`config.mk`:
```
export PLATFORM = sky130hd
export DESIGN_NAME = iob_uart16550_stream
export DESIGN_NICKNAME = d
export VERILOG_FILES = /design/src/rtl/iob_uart16550_stream_defines.sv /design/src/rtl/iob_uart16550_stream_cfg_rom.sv /design/src/rtl/iob_uart16550_stream.sv
export SDC_FILE = /design/constraint.sdc
export NUM_CORES = 1
export LEC_CHECK = 0
export ABC_AREA = 0
export BUFFER_PORTS_ARGS = -buffer_cell sky130_fd_sc_hd__buf_2
export CAP_MARGIN = 40
export CORE_MARGIN = 2
export CORE_UTILIZATION = 40
export CTS_CLUSTER_SIZE = 25
export DETAILED_ROUTE_END_ITERATION = 12
export MAX_ROUTING_LAYER = met4
export PLACE_DENSITY = 0.71
export SYNTH_ARGS = -nofsm -noshare
export SYNTH_HDL_FRONTEND = slang
export SYNTH_HIERARCHICAL = 1
export SYNTH_SLANG_ARGS = --single-unit
```
`constraint.sdc`:
```
create_clock -name clk_i -period 2.6 [get_ports clk_i]
set_input_delay 0.65 -clock clk_i [delete_from_list [all_inputs] [get_ports clk_i]]
set_output_delay 0.65 -clock clk_i [all_outputs]
set_load 0.03 [all_outputs]
```
`src/rtl/iob_uart16550_stream_defines.sv`:
```
// iob_uart16550_stream_defines: UART16550 register map, LSR bits, config values and FSM states
package iob_uart16550_stream_defines;
  localparam logic [2:0] REG_RBR = 3'd0;
  localparam logic [2:0] REG_THR = 3'd0;
  localparam logic [2:0] REG_DLL = 3'd0;
  localparam logic [2:0] REG_DLM = 3'd1;
  localparam logic [2:0] REG_IER = 3'd1;
  localparam logic [2:0] REG_FCR = 3'd2;
  localparam logic [2:0] REG_LCR = 3'd3;
  localparam logic [2:0] REG_LSR = 3'd5;
  localparam int LSR_DR = 0;
  localparam int LSR_THRE = 5;
  localparam logic [7:0] LCR_DLAB = 8'h83;
  localparam logic [7:0] LCR_8N1 = 8'h03;
  localparam logic [7:0] FCR_CFG = 8'h07;
  localparam logic [7:0] IER_CFG = 8'h00;
  localparam int CFG_N = 6;
  typedef enum logic [2:0] {
    IDLE      = 3'd0,
    CFG       = 3'd1,
    POLL_REQ  = 3'd2,
    POLL_WAIT = 3'd3,
    RX_REQ    = 3'd4,
    RX_WAIT   = 3'd5,
    TX_WR     = 3'd6
  } state_t;
endpackage

```
`src/rtl/iob_uart16550_stream_cfg_rom.sv`:
```
// iob_uart16550_stream_cfg_rom: six-entry UART init table (register offset and byte per index)
//   idx  in  3  table index 0..5
//   div  in  16 latched baud divisor, feeds the DLL/DLM entries
//   addr out 3  register offset
//   data out 8  byte to write
module iob_uart16550_stream_cfg_rom
  import iob_uart16550_stream_defines::*;
(
  input  logic [2:0]  idx,
  input  logic [15:0] div,
  output logic [2:0]  addr,
  output logic [7:0]  data
);
  always_comb begin
    addr = idx == 3'd0 ? REG_LCR : idx == 3'd1 ? REG_DLL : idx == 3'd2 ? REG_DLM :
           idx == 3'd3 ? REG_LCR : idx == 3'd4 ? REG_FCR : REG_IER;
    data = idx == 3'd0 ? LCR_DLAB : idx == 3'd1 ? div[7:0] : idx == 3'd2 ? div[15:8] :
           idx == 3'd3 ? LCR_8N1 : idx == 3'd4 ? FCR_CFG : IER_CFG;
  end
endmodule

```
`src/rtl/iob_uart16550_stream.sv`:
```
// iob_uart16550_stream: IOb master that configures a UART16550 and bridges it to byte streams
//   clk_i/arst_n_i/cke_i      clock, async active-low reset, clock enable
//   start_i/stop_i/div_i      run control and baud divisor, busy_o high outside IDLE
//   tx_data_i/valid_i/ready_o TX byte stream into THR
//   rx_data_o/valid_o/ready_i RX byte stream out of RBR
//   iob_*                     IOb master port towards the UART register file
module iob_uart16550_stream
  import iob_uart16550_stream_defines::*;
#(
  parameter int ADDR_W = 5,
  parameter int DATA_W = 32,
  parameter int BURST = 16
) (
  input  logic                clk_i,
  input  logic                arst_n_i,
  input  logic                cke_i,
  input  logic                start_i,
  input  logic                stop_i,
  input  logic [15:0]         div_i,
  output logic                busy_o,
  input  logic [7:0]          tx_data_i,
  input  logic                tx_valid_i,
  output logic                tx_ready_o,
  output logic [7:0]          rx_data_o,
  output logic                rx_valid_o,
  input  logic                rx_ready_i,
  output logic                iob_valid_o,
  output logic [ADDR_W-1:0]   iob_addr_o,
  output logic [DATA_W-1:0]   iob_wdata_o,
  output logic [DATA_W/8-1:0] iob_wstrb_o,
  input  logic                iob_ready_i,
  input  logic                iob_rvalid_i,
  input  logic [DATA_W-1:0]   iob_rdata_i
);
  localparam int STRB_W = DATA_W / 8;
  localparam int BW = $clog2(BURST + 1);
  state_t st;
  logic [15:0] div_q;
  logic [2:0] cfg_idx;
  logic [BW-1:0] burst;
  logic stop_pend;
  logic [2:0] rom_addr;
  logic [7:0] rom_data;
  logic [2:0] off;
  logic [1:0] rlane;
  logic [7:0] wbyte;
  logic [7:0] rbyte;
  logic wr;
  logic acc;
  logic stop_now;
  iob_uart16550_stream_cfg_rom u_rom (
    .idx (cfg_idx),
    .div (div_q),
    .addr(rom_addr),
    .data(rom_data)
  );
  // Request fields are decoded from the registered state, so they hold while a request waits.
  always_comb begin
    off = st == CFG ? rom_addr : st == POLL_REQ ? REG_LSR : 3'd0;
    wbyte = st == CFG ? rom_data : st == TX_WR ? tx_data_i : 8'd0;
    wr = st == CFG || st == TX_WR;
    rlane = st == POLL_WAIT ? REG_LSR[1:0] : REG_RBR[1:0];
    iob_valid_o = st == CFG || st == POLL_REQ || st == RX_REQ || (st == TX_WR && tx_valid_i);
    iob_addr_o = ADDR_W'(off);
    iob_wdata_o = {STRB_W{wbyte}};
    iob_wstrb_o = wr ? STRB_W'(1) << off[1:0] : '0;
    rbyte = iob_rdata_i[{rlane, 3'b000} +: 8];
    busy_o = st != IDLE;
    tx_ready_o = st == TX_WR && iob_ready_i;
    acc = iob_valid_o && iob_ready_i;
    stop_now = stop_pend || stop_i;
  end
  always_ff @(posedge clk_i or negedge arst_n_i) begin
    if (!arst_n_i) begin
      st <= IDLE;
      div_q <= '0;
      cfg_idx <= '0;
      burst <= '0;
      stop_pend <= 1'b0;
      rx_data_o <= '0;
      rx_valid_o <= 1'b0;
    end else if (cke_i) begin
      // A stop seen in IDLE (including alongside start) is discarded.
      stop_pend <= st != IDLE && stop_now;
      if (rx_valid_o && rx_ready_i) rx_valid_o <= 1'b0;
      case (st)
        IDLE: if (start_i) begin
          div_q <= div_i;
          cfg_idx <= '0;
          st <= CFG;
        end
        CFG: if (acc) begin
          cfg_idx <= cfg_idx + 3'd1;
          if (stop_now || cfg_idx == 3'(CFG_N - 1)) st <= stop_now ? IDLE : POLL_REQ;
        end
        POLL_REQ: if (acc) st <= POLL_WAIT;
        POLL_WAIT: if (iob_rvalid_i) begin
          burst <= '0;
          st <= stop_now ? IDLE :
                rbyte[LSR_DR] && !rx_valid_o ? RX_REQ :
                rbyte[LSR_THRE] && tx_valid_i ? TX_WR : POLL_REQ;
        end
        RX_REQ: if (acc) st <= RX_WAIT;
        RX_WAIT: if (iob_rvalid_i) begin
          rx_data_o <= rbyte;
          rx_valid_o <= 1'b1;
          st <= stop_now ? IDLE : POLL_REQ;
        end
        TX_WR: begin
          burst <= burst + BW'(acc);
          if (!tx_valid_i || (acc && (stop_now || burst == BW'(BURST - 1))))
            st <= stop_now ? IDLE : POLL_REQ;
        end
        default: st <= IDLE;
      endcase
    end
  end
endmodule
```
==> metrics <==
CTS tree=yes; routing usage on met1=0.218; post-route cell area=2800 µm²; vias per cell=4.93; run status=completed; Yosys warnings=6; pwr dens=1340 nW/µm²; Nets=381; Initial DRT Pass Iterations=4; post-route insts no fill=387; busiest grt layer=met2; most common cell after layout, fill and taps aside=buf_2; post-place instance area=2700 µm²; WL/cell=13.9 µm; largest net degree at the start of global routing=38; clk sinks=37; reg2reg setup slack=0.42 ns; IO Count=118; first-pass GRT wire length=8.54 mm; die height=81.4 µm; vias in the first global route=1,836; cts bufs inserted=5; largest family of logic cells by synthesized area=simple AND/OR/NAND/NOR gates; Crit Path Max Fanout=14; dpl hpwl=4.03 mm; Required @ worst endpoint=1.95 ns; Slew headroom=0.445; Startpoint Class=flip-flop; fin util=0.478; multiplexer share of the synthesized area=0.110; Syn-to-layout area delta=16.7%; Static Leak=1.48 nW; via count=1,909; most frequent cells in the layout=93 x buf_2, 35 x dfrtp_1, 33 x nor2_1; Yosys cell types=49; # Max-Cap Violations=0; Clock Latency Late Sink=0.29 ns; Initial DRC Count=111; Post-Syn Instances=244; R2R Path End=burst[4]; synth top area cells=dfrtp_1 39%, buf_4 10%, mux2_2 8.0%; reg2reg start=st[1]; initial antenna violation count=0; Hold Crit Class=in -> async; met2 Usage GRT=0.277; Synth Area in Compound Gates=0.145; syn_area_per_cell=9.82 µm²; post-synthesis xor/xnor area fraction=0.0146; DIE WIDTH=81.4 µm; clock-pin slew on the worst setup and hold paths=0.07 ns; fin crit period=2.46 ns; Netlist Area Pre-Place=2400 µm²; Power Internal=1.84 mW; Ant. Diodes=0; CP arrival=1.81 ns; Overflow after GRT=0; Port Buf Inserts=93; #FFs+latches synth=37; met3 Usage GRT=0.0267; Floorplan Core Area=5850 µm²; gpl congestion=0.787; Initial Utilization=0.410; largest area contributor in the netlist=dfrtp_1; H-tree depth=2; RSZ-0062 raised after global routing=no; Seq/Total Area, Yosys=0.386; logic gate share of total power=0.619; crit path from=cfg_idx[2]; Hold WS=0.457 ns; critical path endpoint category=output pin; placed cells=379; Simple-Gate Fraction of Synth Area=0.186; critical path class=reg -> out; Switch Pwr=1.91 mW; die area=6630 µm²; switch share=0.509; Hold Fails Final Rpt=0; clock root buffer=clkbuf_8; peak supply drop=0.000668 V; all-layer global routing usage=0.173; setup TNS=0 ns; Post-Synth Adder-Cell Area=0.0209; CTS max path bufs=2; Fin Clk Skew=0.00506 ns; sequential power share=0.272; Yosys top cell area share=0.386; fin crit share=0.947; layout cells sized above 1=0.436; share of total power in the clock network=0.109; antenna-violating nets left=0; r2r worst-path depth=11; actual slew at the worst max-slew pin=0.832 ns; final WL=5.38 mm; Final setup viols=0; max-slew violations=0; Fmax achieved=0.406 GHz; DRC=0; site row count=28
[through the flow]
step | setup slack [ns] | total power [mW]
2_1_floorplan | 0.233 | 3.02
3_3_place_gp | 0.378 | 3.30
3_5_place_dp | 0.348 | 3.34
4_1_cts | 0.0301 | 3.76
5_1_grt | 0.000504 | 4.04
6_report | 0.138 | 3.75
[cell type report]
cell class | instances | area, µm²
clock buffer | 7 | 86.3
fill | 552 | 3060
inverter | 6 | 22.5
multi-input combinational | 163 | 1150
sequential | 37 | 928
tap | 75 | 93.8
timing repair buffer | 99 | 510
[how the worst max path moves through the flow]
stage	cells past startpoint	endpoint	slack [ns]
4_1_cts	4	tx_ready_o	0.03
5_1_grt	6	iob_wstrb_o[3]	0.0005
3_3_place_gp	4	tx_ready_o	0.38
2_1_floorplan	4	iob_wstrb_o[2]	0.23
3_5_place_dp	4	tx_ready_o	0.35
6_report	6	iob_wstrb_o[2]	0.14
[routing by layer]
metal	routed length [µm]	part of all wire
met1	2480	0.46
met2	2650	0.49
met3	165	0.031
met4	85	0.016
met5	0	0
[power groups by stage]
stage | combinational [mW] | sequential, mW | clock, mW
2_1_floorplan | 2.00 | 1.03 | 0
3_3_place_gp | 2.29 | 1.01 | 0
3_5_place_dp | 2.32 | 1.03 | 0
4_1_cts | 2.32 | 1.01 | 0.427
5_1_grt | 2.54 | 1.06 | 0.442
6_report | 2.32 | 1.02 | 0.408
[flip-flops by register name, summed over array words and instances (netlist names)]
register	flops
burst	5
cfg_idx	3
div_q	16
rx_data_o	8
rx_valid_o	1
st	3
stop_pend	1
[Yosys cell counts (all sizes together)]
library cell and n:
nand4 3, and3b 2, nand3 5, ha 4, and2b 1, inv 6, a2bb2oi 1, o22ai 3
a21o 3, o211a 1, nor2 34, buf 38, nand3b 1, a32oi 1, nor2b 6, nand2 13
nor3b 3, a22o 8, a32o 2, mux2 20, and4b 1, o211ai 1, conb 2, o21ai 6
and2 4, nand2b 4, o2111ai 2, a21boi 1, or2 1, mux2i 3, nand4b 1, o21a 1
a22oi 4, xor2 4, and3 1, a21oi 12, clkbuf 1, o21bai 1, o2bb2ai 1, dfrtp 37
nor3 1
[worst max-delay path, stage by stage (launching register included)]
cell and delay [ns]:
dfrtp_1 0.61, xor2_1 0.19, nand2b_1 0.07, a21oi_1 0.20, nor2_1 0.11, nor2b_1 0.14, buf_2 0.21
[repair_timing]
item,4_1_cts,5_1_grt
endpoints found under the hold margin,0,0
hold buffers,0,0
resized for setup,0,3
buffers inserted,0,1
endpoints found under the setup margin,0,37
[logic make-up after synthesis]
family,Yosys count
xor gates and xnor gates,4
and+or+nand+nor,81
DFF,37
other,2
AOI/OAI and AO/OA,48
adders and majority gates,4
buffers and inverters,45
muxes,23
Power figures use the tool's default switching activity.
